--- src/rtl/apb_multi_monitor.sv ---
// Passive APB3/APB4 protocol monitor for one master fanning out to NS slaves.
// Reports sticky violation flags, first-error capture, completed-transfer count and worst stall.
module apb_multi_monitor #(
    parameter int AW         = 32,
    parameter int DW         = 32,
    parameter int NS         = 4,
    parameter int MAXSTALL   = 16,
    parameter int OPT_SLVERR = 1,
    parameter int OPT_APB4   = 1,
    parameter int CW         = 32,
    localparam int SW        = (NS > 1) ? $clog2(NS) : 1
) (
    input  logic            PCLK,
    input  logic            PRESET,
    input  logic [NS-1:0]   PSEL,
    input  logic            PENABLE,
    input  logic [AW-1:0]   PADDR,
    input  logic            PWRITE,
    input  logic [DW-1:0]   PWDATA,
    input  logic [DW/8-1:0] PSTRB,
    input  logic [2:0]      PPROT,
    input  logic [NS-1:0]   PREADY,
    input  logic [NS-1:0]   PSLVERR,
    input  logic            i_clear,
    output logic [7:0]      o_err_flags,
    output logic            o_err_valid,
    output logic [7:0]      o_first_flags,
    output logic [AW-1:0]   o_first_addr,
    output logic [SW-1:0]   o_first_sel,
    output logic [CW-1:0]   o_txn_count,
    output logic [CW-1:0]   o_stall_max
);

    localparam int SB = DW / 8;
    // With the timeout disabled the stall counter still runs, saturating at all-ones.
    localparam logic [CW-1:0] SCAP = (MAXSTALL == 0) ? {CW{1'b1}} : CW'(MAXSTALL);

    logic          sel, rdy, err, done, stalling;
    logic [SW-1:0] idx;
    logic          p_sel, p_en, p_rdy, p_write, p_done, in_stall;
    logic [SW-1:0] p_idx;
    logic [AW-1:0] p_addr;
    logic [DW-1:0] p_wdata;
    logic [SB-1:0] p_strb;
    logic [2:0]    p_prot;
    logic [CW-1:0] stall_cnt;
    logic [7:0]    det;

    always_comb begin
        idx = '0;
        for (int i = NS - 1; i >= 0; i--)
            if (PSEL[i]) idx = SW'(i);
    end

    assign sel      = |PSEL;
    assign rdy      = PREADY[idx];
    assign err      = PSLVERR[idx];
    assign done     = sel & PENABLE & rdy;
    assign stalling = sel & PENABLE & ~rdy;
    assign p_done   = p_sel & p_en & p_rdy;
    assign in_stall = p_sel & ~p_done;

    always_comb begin
        det    = '0;
        det[0] = ~$onehot0(PSEL);
        det[1] = in_stall & (~sel | (idx != p_idx));
        det[2] = sel & ~p_sel & PENABLE;
        // After setup PENABLE must rise; after an access it must mirror !PREADY.
        det[3] = sel & p_sel & ((~p_en & ~PENABLE) | (p_en & (PENABLE != ~p_rdy)));
        det[4] = in_stall & ((PADDR != p_addr) | (PWRITE != p_write) | (PPROT != p_prot) |
                             (PWRITE & ((PWDATA != p_wdata) | (PSTRB != p_strb))));
        det[5] = (MAXSTALL != 0) & stalling & (stall_cnt == SCAP - 1'b1);
        det[6] = err & (~sel | ~PENABLE | ~rdy | (OPT_SLVERR == 0));
        det[7] = (OPT_APB4 != 0) & sel & ~PWRITE & (PSTRB != '0);
    end

    always_ff @(posedge PCLK) begin
        if (PRESET) begin
            p_sel         <= 1'b0;
            p_en          <= 1'b0;
            p_rdy         <= 1'b0;
            p_idx         <= '0;
            p_addr        <= '0;
            p_write       <= 1'b0;
            p_wdata       <= '0;
            p_strb        <= '0;
            p_prot        <= '0;
            stall_cnt     <= '0;
            o_err_flags   <= '0;
            o_err_valid   <= 1'b0;
            o_first_flags <= '0;
            o_first_addr  <= '0;
            o_first_sel   <= '0;
            o_txn_count   <= '0;
            o_stall_max   <= '0;
        end else begin
            p_sel   <= sel;
            p_en    <= PENABLE;
            p_rdy   <= rdy;
            p_idx   <= idx;
            p_addr  <= PADDR;
            p_write <= PWRITE;
            p_wdata <= PWDATA;
            p_strb  <= PSTRB;
            p_prot  <= PPROT;

            if (stalling) begin
                if (stall_cnt != SCAP) stall_cnt <= stall_cnt + 1'b1;
            end else begin
                stall_cnt <= '0;
            end

            // Events seen in the clear cycle survive the clear.
            if (i_clear) begin
                o_err_flags <= det;
                o_err_valid <= |det;
            end else begin
                o_err_flags <= o_err_flags | det;
                o_err_valid <= o_err_valid | (|det);
            end

            if ((i_clear | ~o_err_valid) & (|det)) begin
                o_first_flags <= det;
                o_first_addr  <= PADDR;
                o_first_sel   <= idx;
            end else if (i_clear) begin
                o_first_flags <= '0;
                o_first_addr  <= '0;
                o_first_sel   <= '0;
            end

            if (i_clear)
                o_txn_count <= {{(CW-1){1'b0}}, done};
            else if (done && (o_txn_count != {CW{1'b1}}))
                o_txn_count <= o_txn_count + 1'b1;

            if (~stalling && (i_clear || (stall_cnt > o_stall_max)))
                o_stall_max <= stall_cnt;
            else if (i_clear)
                o_stall_max <= '0;
        end
    end

endmodule

--- config.mk ---
export PLATFORM = sky130hd
export DESIGN_NAME = apb_multi_monitor
export DESIGN_NICKNAME = d
export VERILOG_FILES = /design/src/rtl/apb_multi_monitor.sv
export SDC_FILE = /design/constraint.sdc
export NUM_CORES = 1
export LEC_CHECK = 0
export BUFFER_PORTS_ARGS = -buffer_cell sky130_fd_sc_hd__buf_4
export CORE_UTILIZATION = 40
export CTS_BUF_LIST = sky130_fd_sc_hd__clkbuf_4 sky130_fd_sc_hd__clkbuf_8 sky130_fd_sc_hd__clkbuf_16
export CTS_CLUSTER_DIAMETER = 30
export CTS_CLUSTER_SIZE = 16
export DETAILED_ROUTE_END_ITERATION = 16
export PLACE_DENSITY = 0.64
export SETUP_SLACK_MARGIN = 0.02
export SYNTH_ARGS = -nofsm -noshare
export SYNTH_HDL_FRONTEND = slang
export SYNTH_SLANG_ARGS = --single-unit
--- constraint.sdc ---
create_clock -name PCLK -period 6.5 [get_ports PCLK]
set_input_delay 1.95 -clock PCLK [delete_from_list [all_inputs] [get_ports PCLK]]
set_output_delay 1.95 -clock PCLK [all_outputs]
set_load 0.01 [all_outputs]
==> results.yml <==
sta:
  drv_slew: 0
  setup_viol: 0
  hold_viol_final: 0
  fin_crit_sh: 0.660
  fin_tns_setup_ps: 0
  worstMarginPinSlew_ps: 1190
  min_period_ps: 4290
  hold_ws_ps: 443
  finClkSkew_ps: 24.3
  rsz0062_at_grt: "false"
  relSlewSlack: 0.203
  fmax_mhz: 233
critical_path:
  required_ps: 6970
  cpLargestDelayFamily: "compound AO/OA/AOI/OAI gates"
  worst-setup-path-type: "primary input to flop"
  crit_fanout: 43
  path_buf_inv: 2
  path_cells: "buf_4 > inv_1 > ha_1 > or3b_1 > nand2_1 > a21oi_1 > a211oi_1 > nand3_1 > o21ai_4 > a32o_1"
  startpoint_type: "primary input"
  end_kind: "flop"
  arrival_ps: 4750
  critPathMaxStageDelay_ps: 960
  cp_slowest_cell: "o21ai_4"
  rrSetupSlack_ps: 3430
route:
  avgViaCountPerCell: 4.95
  drtIter0Drc: 276
  firstDrtPassIters: 6
  wl_per_cell_microns: 15.6
  via_count: 7578
  ant_nets: 0
  finalWirelength_microns: 23900
  drcViolationCount: 0
synth:
  yosys-top-cells-area: "dfxtp_1, xor2_1, nor2b_1"
  syn-num-nets: 1078
  yosysUniqueCellTypes: 57
  synth_cells: 953
  yosys_warnings: 0
  yosys.area.top_type: "dfxtp_1"
  seq_area_frac_synth: 0.471
  synth_edf_count: 0
  yosysMostFrequentCell: "dfxtp_1"
  synth_top_flop_cell: "dfxtp_1"
  synth.top_cells.by_count: "dfxtp_1, xor2_1, nor2_1, nor2b_1, inv_1"
  syn_avg_cell_area_sq_um: 9.98
  yosys_register_bits: 224
  synth_top_area_frac: 0.471
  synth_area_sq_mm: 0.00951
  async_flop_share: 0
power:
  pwr_density_cell_mw_per_mm2: 326
  p_leak_nw: 5.57
  peakVddDrop_mv: 0.288
clocking:
  clock_latency_ps: 540
  cts_tree: "done"
  cts_buffer_depth: 3
  ctsRootBufferMaster: "clkbuf_16"
  cts_resized: 0
  ctsHoldBuffers: 0
  htree_levels: 2
  cts_made_buffers: 50
  clock_sinks: 224
  postCtsSetupBuffers: 0
  clk_pin_slew_ps: 50
die:
  placeableCoreArea_sq_mm: 0.0234
  io_pins: 203
  rows: 56
  die_y_microns: 156
  initial_core_util: 0.406
  die_w_microns: 156
  die_area_sq_mm: 0.0244
global_route:
  grt_usage: 0.193
  grt_max_degree: 96
  grt_antenna_before_repair: 0
  grt_pass1_vias: 7236
  grt_pass1_wl_microns: 37500
  overflow: 0
layout:
  fin_nets: 1296
  drive_gt1_frac: 0.268
  area_delta_synth_final_pct: 36.6
  diodes: 0
  multi_input_area_sq_mm: 0.00466
  fill_cells: 2158
  register_area_sq_mm: 0.00448
  layout.cells.non_filler: 1530
worst_hold_path:
  hold_path.class: "flop to flop"
outcome:
  run_status: "completed"
place:
  dp_hpwl_microns: 16500
  port_buffers: 202
  routabilityCongestion: 0.783
  place_inst: 1438
run:
  maxCapViolCount: 0
## layer usage
layer | global-route usage | share of wire | vias up
li1 | - | - | 3800
met1 | 0.244 | 0.45 | 3524
met2 | 0.308 | 0.45 | 204
met3 | 0.0598 | 0.075 | 50
met4 | 0.0672 | 0.024 | 0
met5 | 0 | 0 | -
## cells in the final DEF (no fill, tap or decap), types with 31 or more instances in the layout
| cell type | count |
|---|---|
| a22o_1 | 31 |
| a32o_1 | 39 |
| buf_4 | 207 |
| clkbuf_16 | 50 |
| dfxtp_1 | 224 |
| ha_1 | 36 |
| inv_1 | 45 |
| nand2_1 | 31 |
| nand3_1 | 32 |
| nor2_1 | 76 |
| nor2b_1 | 77 |
| xnor2_1 | 33 |
| xor2_1 | 98 |
## worst min-delay path, delay by kind of cell (launching register included)
kind	cells	cell delay (ps)
flip-flops	1	300
AND/OR/NAND/NOR	2	90
## flip-flops by register name, summed over array words and instances (netlist names)
signal         count
p_rdy              1
stall_cnt         32
o_first_flags      8
p_strb             4
p_idx              2
p_sel              1
o_stall_max       32
o_first_sel        2
p_prot             3
o_err_flags        8
p_addr            32
o_txn_count       32
o_first_addr      32
p_write            1
o_err_valid        1
p_en               1
p_wdata           32
## per-stage QoR
step                power, W   util  instance area, sq um  setup slack, ps
global placement     0.00174  0.482                 11300             1700
floorplan            0.00162      -                  9510             2610
CTS                  0.00428  0.555                 13000             2200
finish               0.00424  0.555                 13000             2210
detailed placement   0.00174  0.482                 11300             1660
global route         0.00438  0.555                 13000             1980
## worst paths after layout
| kind | end | from | depth (start not counted) |
|---|---|---|---|
| max | o_first_addr[4] | PSEL[0] | 10 |
| min | o_err_flags[5] | o_err_flags[5] | 2 |
| max reg2reg | o_first_addr[4] | p_prot[2] | 7 |
| min reg2reg | o_err_flags[5] | o_err_flags[5] | 2 |
## cells by family after synthesis
family | count (synthesis) | share of synthesized area
buf+inv | 87 | 0.0414
fa+ha+maj | 37 | 0.0495
simple gates | 331 | 0.195
flops | 224 | 0.471
mux | 2 | 0.00210
compound gates | 141 | 0.120
xor+xnor | 131 | 0.121
## power breakdown
group	leakage, nW	internal [W]	switching, W	total [W]
Combinational	2.88	0.000126	0.000139	0.000265
Sequential	1.84	0.00143	0.0000232	0.00145
Clock	0.854	0.00174	0.000781	0.00252
## layout make-up
class,instances,area share
sequential,224,0.345
clock inverter,25,0.0225
tap,319,0.0307
timing repair buffer,207,0.120
clock buffer,67,0.110
inverter,46,0.0133
multi-input combinational,642,0.359
(Power assumes the default switching activity.)
